[src/rtl/pc_gen_if.sv]
// Fetch-address handshake bundle between the PC generator (master) and the
// fetch/execute side (slave).
interface pc_gen_if #(
    parameter int unsigned XLEN = 32
);
    logic            ok;
    logic            redirect_v;
    logic [XLEN-1:0] redirect_pc;
    logic            trap_v;
    logic [XLEN-1:0] trap_vector;
    logic            halt_req;
    logic            wake;
    logic [XLEN-1:0] target;
    logic            flush;
    logic [XLEN-1:0] pc_o;
    logic            pc_v;
    logic            misaligned;

    modport master (
        input  ok, redirect_v, redirect_pc, trap_v, trap_vector, halt_req, wake,
        output target, flush, pc_o, pc_v, misaligned
    );

    modport slave (
        output ok, redirect_v, redirect_pc, trap_v, trap_vector, halt_req, wake,
        input  target, flush, pc_o, pc_v, misaligned
    );
endinterface

[src/rtl/pc_gen.sv]
// Program-counter generator: sequential fetch, trap/redirect steering, halt/wake.
// Define PC_GEN_MISALIGN_CHECK_EN to reject (rather than align) misaligned destinations.
module pc_gen #(
    parameter int unsigned     XLEN         = 32,
    parameter logic [XLEN-1:0] RESET_VECTOR = 32'h0000_0000,
    parameter int unsigned     PC_STEP      = 4
) (
    input logic       clk,
    input logic       rst,
    pc_gen_if.master  bus
);
    localparam logic [1:0] ST_BOOT     = 2'd0;
    localparam logic [1:0] ST_RUN      = 2'd1;
    localparam logic [1:0] ST_REDIRECT = 2'd2;
    localparam logic [1:0] ST_HALT     = 2'd3;

    localparam logic [XLEN-1:0] STEP       = XLEN'(PC_STEP);
    localparam logic [XLEN-1:0] ALIGN_MASK = ~XLEN'(3);

    logic [1:0]      state_q, state_d;
    logic [XLEN-1:0] pc_q, pc_d;
    logic [XLEN-1:0] pc_o_q, pc_o_d;
    logic            pc_v_q, pc_v_d;
    logic            flush_q, flush_d;
`ifdef PC_GEN_MISALIGN_CHECK_EN
    logic            mis_q, mis_d;
`endif

    logic            jumpReq;
    logic [XLEN-1:0] jumpRaw;
    logic [XLEN-1:0] jumpDest;

    // Trap outranks redirect; both are honoured in every state except BOOT.
    assign jumpReq  = bus.trap_v | bus.redirect_v;
    assign jumpRaw  = bus.trap_v ? bus.trap_vector : bus.redirect_pc;
    assign jumpDest = jumpRaw & ALIGN_MASK;

    always_comb begin
        state_d = state_q;
        pc_d    = pc_q;
        pc_o_d  = pc_o_q;
        pc_v_d  = pc_v_q;
        flush_d = 1'b0;
`ifdef PC_GEN_MISALIGN_CHECK_EN
        mis_d   = 1'b0;
`endif
        if (state_q == ST_BOOT) begin
            state_d = ST_RUN;
            pc_d    = RESET_VECTOR;
            pc_v_d  = 1'b0;
        end else if (jumpReq) begin
`ifdef PC_GEN_MISALIGN_CHECK_EN
            if (jumpRaw[1:0] != 2'b00) begin
                mis_d   = 1'b1;
                flush_d = 1'b1;
                pc_v_d  = 1'b0;
                state_d = ST_HALT;
            end else begin
`else
            begin
`endif
                pc_d    = jumpDest;
                flush_d = 1'b1;
                pc_v_d  = 1'b0;
                state_d = ST_REDIRECT;
            end
        end else begin
            case (state_q)
                ST_RUN: begin
                    // Halting parks pc on the next sequential address for the wake-up fetch.
                    if (bus.halt_req) begin
                        pc_d    = pc_q + STEP;
                        pc_v_d  = 1'b0;
                        state_d = ST_HALT;
                    end else if (bus.ok) begin
                        pc_d   = pc_q + STEP;
                        pc_o_d = pc_q;
                        pc_v_d = 1'b1;
                    end
                end
                ST_REDIRECT: begin
                    if (bus.ok) begin
                        state_d = ST_RUN;
                    end
                end
                ST_HALT: begin
                    if (bus.wake) begin
                        state_d = ST_RUN;
                    end
                end
                default: begin
                    state_d = ST_BOOT;
                end
            endcase
        end
    end

    always_ff @(posedge clk) begin
        if (rst) begin
            state_q <= ST_BOOT;
            pc_q    <= RESET_VECTOR;
            pc_o_q  <= '0;
            pc_v_q  <= 1'b0;
            flush_q <= 1'b0;
`ifdef PC_GEN_MISALIGN_CHECK_EN
            mis_q   <= 1'b0;
`endif
        end else begin
            state_q <= state_d;
            pc_q    <= pc_d;
            pc_o_q  <= pc_o_d;
            pc_v_q  <= pc_v_d;
            flush_q <= flush_d;
`ifdef PC_GEN_MISALIGN_CHECK_EN
            mis_q   <= mis_d;
`endif
        end
    end

    assign bus.target = pc_q;
    assign bus.flush  = flush_q;
    assign bus.pc_o   = pc_o_q;
    assign bus.pc_v   = pc_v_q;
`ifdef PC_GEN_MISALIGN_CHECK_EN
    assign bus.misaligned = mis_q;
`else
    assign bus.misaligned = 1'b0;
`endif
endmodule
[src/flat_wrapper.sv]
// flat-port wrapper written by rule: the top's interface ports become plain ports
module pc_gen_flat 
#(
    parameter int unsigned     XLEN         = 32,
    parameter logic [XLEN-1:0] RESET_VECTOR = 32'h0000_0000,
    parameter int unsigned     PC_STEP      = 4
)
  (clk, rst, bus_ok, bus_redirect_v, bus_redirect_pc, bus_trap_v, bus_trap_vector, bus_halt_req, bus_wake, bus_target, bus_flush, bus_pc_o, bus_pc_v, bus_misaligned);
  pc_gen_if #(.XLEN(XLEN)) bus_i ();
  input logic clk;
  input logic rst;
  input wire logic [$bits(bus_i.ok)-1:0] bus_ok;
  input wire logic [$bits(bus_i.redirect_v)-1:0] bus_redirect_v;
  input wire logic [$bits(bus_i.redirect_pc)-1:0] bus_redirect_pc;
  input wire logic [$bits(bus_i.trap_v)-1:0] bus_trap_v;
  input wire logic [$bits(bus_i.trap_vector)-1:0] bus_trap_vector;
  input wire logic [$bits(bus_i.halt_req)-1:0] bus_halt_req;
  input wire logic [$bits(bus_i.wake)-1:0] bus_wake;
  output wire logic [$bits(bus_i.target)-1:0] bus_target;
  output wire logic [$bits(bus_i.flush)-1:0] bus_flush;
  output wire logic [$bits(bus_i.pc_o)-1:0] bus_pc_o;
  output wire logic [$bits(bus_i.pc_v)-1:0] bus_pc_v;
  output wire logic [$bits(bus_i.misaligned)-1:0] bus_misaligned;
  assign bus_i.ok = bus_ok;
  assign bus_i.redirect_v = bus_redirect_v;
  assign bus_i.redirect_pc = bus_redirect_pc;
  assign bus_i.trap_v = bus_trap_v;
  assign bus_i.trap_vector = bus_trap_vector;
  assign bus_i.halt_req = bus_halt_req;
  assign bus_i.wake = bus_wake;
  assign bus_target = bus_i.target;
  assign bus_flush = bus_i.flush;
  assign bus_pc_o = bus_i.pc_o;
  assign bus_pc_v = bus_i.pc_v;
  assign bus_misaligned = bus_i.misaligned;
  pc_gen #(.XLEN(XLEN), .RESET_VECTOR(RESET_VECTOR), .PC_STEP(PC_STEP)) u_core (.clk(clk), .rst(rst), .bus(bus_i));
endmodule
[config.mk]
export PLATFORM = sky130hd
export DESIGN_NAME = pc_gen_flat
export DESIGN_NICKNAME = d
export VERILOG_FILES = /design/src/rtl/pc_gen_if.sv /design/src/rtl/pc_gen.sv /design/src/flat_wrapper.sv
export SDC_FILE = /design/constraint.sdc
export NUM_CORES = 1
export LEC_CHECK = 0
export ABC_AREA = 0
export CAP_MARGIN = 20
export CORE_ASPECT_RATIO = 1.5
export CORE_MARGIN = 2
export CORE_UTILIZATION = 39
export DETAILED_ROUTE_END_ITERATION = 10
export PLACE_DENSITY = 0.77
export SLEW_MARGIN = 20
export SYNTH_ARGS = -nofsm -noshare
export SYNTH_HDL_FRONTEND = slang
export SYNTH_SLANG_ARGS = --single-unit
[constraint.sdc]
create_clock -name clk -period 1.9 [get_ports clk]
set_input_delay 0.38 -clock clk [delete_from_list [all_inputs] [get_ports clk]]
set_output_delay 0.38 -clock clk [all_outputs]
set_load 0.01 [all_outputs]
==> results.ini <==
[setup_path]
critPathLaunchType=primary input
rr_worst_depth=7
crit_top_cell=buf_4
worstPathArrival_ps=2150
r2r-end=u_core.bus.target[16]$_SDFFE_PP0P_
crit_path_end_kind=register
crit_path_cell_trace=clkdlybuf4s50_1 > nor2_2 > buf_4 > nor4_4 > buf_4 > a2111oi_0 > a31oi_1 > a21oi_1
critPathSlowestCell=clkdlybuf4s50_1
crit_required_ps=2170
cp_max_fo=6
cp_top_family=buffers and inverters
regToRegSetupSlack_ps=20
crit_type=primary input to register
cp_num_buf_inv=3
max_stage_delay_ps=440
r2r_start=u_core.bus.target[3]$_SDFFE_PP0P_

[yosys]
ys_warn_count=0
synthCells=449
synth_xor_area_share_pct=3.362
synth_top_area_share_pct=37.83
postSynth.asyncResetShare_pct=0
synth_seq_cells=64
ys_top_cells_by_count=nand2_1 (81), a21oi_1 (67), dfxtp_1 (64)
synthAdderAreaFrac_pct=0.3694
synthTopCellsByArea=dfxtp_1 (38%), a21oi_1 (9.9%), nand2_1 (9.0%), and3_1 (3.3%), clkbuf_1 (3.0%)
synth_top_family_by_area=simple AND/OR/NAND/NOR gates
yosysMostFrequentCell=nand2_1
yosys.area.top_type=dfxtp_1
yosysSeqAreaShare_pct=37.83
synth.area.mux_share_pct=1.182
synth_compound_gate_area_share_pct=22.50
netlist_area_um2=3387
ys.flop_type=dfxtp_1
avgSynthCellArea_um2=7.543
ys_types=56
yosys.area_share.simple_pct=29.11
synth_edf_count=0

[floorplan]
initial_core_util_pct=40.26
die_area_um2=9461
die_h_um=118.1
die_w_um=80.09
num_io_pins=138
rows=41
coreArea_um2=8413

[power_and_ir_drop]
ir_worst_vdd_mv=0.5904
clockPowerShare_pct=45.4
leakage_nw=2.180
p_comb_share_pct=18.5
internal-power_mw=2.919
seqPwrFrac_pct=36.1
p_sw_mw=1.035
switching_share_pct=26.17
power.density_nw_per_um2=698.5

[global_route]
grt_max_degree=32
grt_pass1_wl_mm=20.62
antenna_found_initial=0
grt.total_usage_pct=27.76
overflow=0
first_global_vias=4334

[flow_run]
drv_cap=0

[place]
io_buffer_count=128
gp_congestion=0.9613
dp_hpwl_mm=9.659
dp_cells=724

[drt]
first_pass_iters=5
ant_nets=0
vias=4251
route.detailed.wl_per_inst_um=17.97
routed_wl_mm=13.37
drt_iter0_drc=360
avgViaCountPerCell=5.714
drcViolationCount=0

[timing]
fin_worst_skew_ps=5.979
fin_crit_ps=1888
report.final.slew_viol_count=0
fin_crit_sh_pct=99.37
finalSetupViolCount=0
finalHoldViolations=0
fmax_ghz=0.5297
fin_setup_tns_ps=0

[hold_path]
holdPathEnd=u_core.bus.pc_o[24]$_SDFFE_PP0P_
min_path_type=register to register
worstHoldStart=u_core.bus.pc_o[24]$_SDFFE_PP0P_
whs_path_depth=2

[layout]
syn_to_final_growth_pct=67.12
drive_gt1_share_pct=19.00
diodes=0
final_nets=704
finalNonFillerCells=744

[clocking]
numCtsBuffers=9
cts_root_buf=clkbuf_16
clkTransAtPathRegs_ps=60
cts_tree=built
htreeDepth=3
clock_path_buffers=2
clkSinkCount=64
clk_latency_ps=330

[outcome]
status=finished clean

==> final cells by class <==
class                      count  area [um2]
multi-input combinational    345        2012
timing repair buffer         205        1883
fill                         718        2753
sequential                    64        1284
clock inverter                 7       96.34
clock buffer                   9       225.2
tap                          107       133.9
inverter                       7       26.28
==> flip-flops by register name, summed over array words and instances, names as in the netlist <==
| name | cells |
|---|---|
| u_core.bus.pc_o | 30 |
| u_core.bus.target | 30 |
| u_core.state_q | 2 |
| u_core.bus.flush | 1 |
| u_core.bus.pc_v | 1 |
==> worst min-delay path: cells and delay by family (launching register included) <==
family          cells  cell delay, ps
flops               1             300
compound gates      1              50
simple gates        1              50
==> what timing repair did <==
item,in CTS,in global routing
setup endpoints to repair,12,41
hold buffers,0,0
gates resized for setup,2,18
setup buffers,3,1
pin swaps,1,4
==> logic make-up (layout without fill, tap and decap cells) <==
family / count (synthesis) / in the layout
AOI/OAI and AO/OA: 128 / 128
xor gates and xnor gates: 13 / 13
adders and majority gates: 1 / 1
buffers and inverters: 44 / 228
DFF: 64 / 64
muxes: 4 / 4
other: 1 / 5
and+or+nand+nor: 194 / 194
==> power groups by stage <==
stage / logic [mW] / clock network, mW / registers [mW]
after global placement: 0.685 / 0 / 1.45
after detailed placement: 0.699 / 0 / 1.45
after global routing: 0.773 / 1.86 / 1.43
after CTS: 0.708 / 1.80 / 1.43
final: 0.731 / 1.80 / 1.43
after floorplan: 0.248 / 0 / 1.49
==> cells in the final DEF (no fill, tap or decap), types with 8 or more instances in the layout <==
cell type        instances
nor2_1                  21
xor2_1                   8
a21oi_1                 67
dfxtp_1                 62
nor3_1                  10
and3_1                  17
o21ai_0                 19
nand3_1                 18
nand4_1                  8
nand2_1                 81
buf_4                   73
clkbuf_16                9
clkdlybuf4s50_1        128
==> routing by layer <==
| metal | vias up | wire length [um] | part of all wire, % | global-route usage (%) |
|---|---|---|---|---|
| li1 | 1972 | - | - | - |
| met1 | 1967 | 4696 | 35 | 29.01 |
| met4 | 0 | 730 | 5.5 | 16.63 |
| met2 | 239 | 7016 | 52 | 50.31 |
| met5 | - | 0 | 0 | 0 |
| met3 | 73 | 928 | 6.9 | 4.351 |
==> how the worst max path moves through the flow <==
stage	from	to	cells after the start
detailed placement	bus_halt_req	u_core.bus.target[14]$_SDFFE_PP0P_	6
global placement	bus_halt_req	u_core.bus.target[14]$_SDFFE_PP0P_	6
CTS	bus_halt_req	u_core.bus.target[13]$_SDFFE_PP0P_	8
global route	u_core.state_q[1]$_SDFFE_PP0P_	u_core.bus.target[17]$_SDFFE_PP0P_	8
finish	bus_halt_req	u_core.bus.target[21]$_SDFFE_PP0P_	8
floorplan	u_core.bus.target[7]$_SDFFE_PP0P_	u_core.bus.target[30]$_SDFFE_PP0P_	6
==> metrics by stage <==
stage	hold WS (ps)	power [mW]	util (%)	area, um2	worst slack [ps]
after floorplan	475.6	1.736	-	3402	34.66
after global placement	442.3	2.136	62.06	5221	-504.0
after detailed placement	445.9	2.154	62.06	5221	-525.5
after CTS	453.9	3.938	66.28	5577	2.983
after global routing	467.7	4.066	67.28	5660	-59.04
final	452.1	3.954	67.28	5660	11.97
Note: power is estimated with default switching activity, not from simulation.
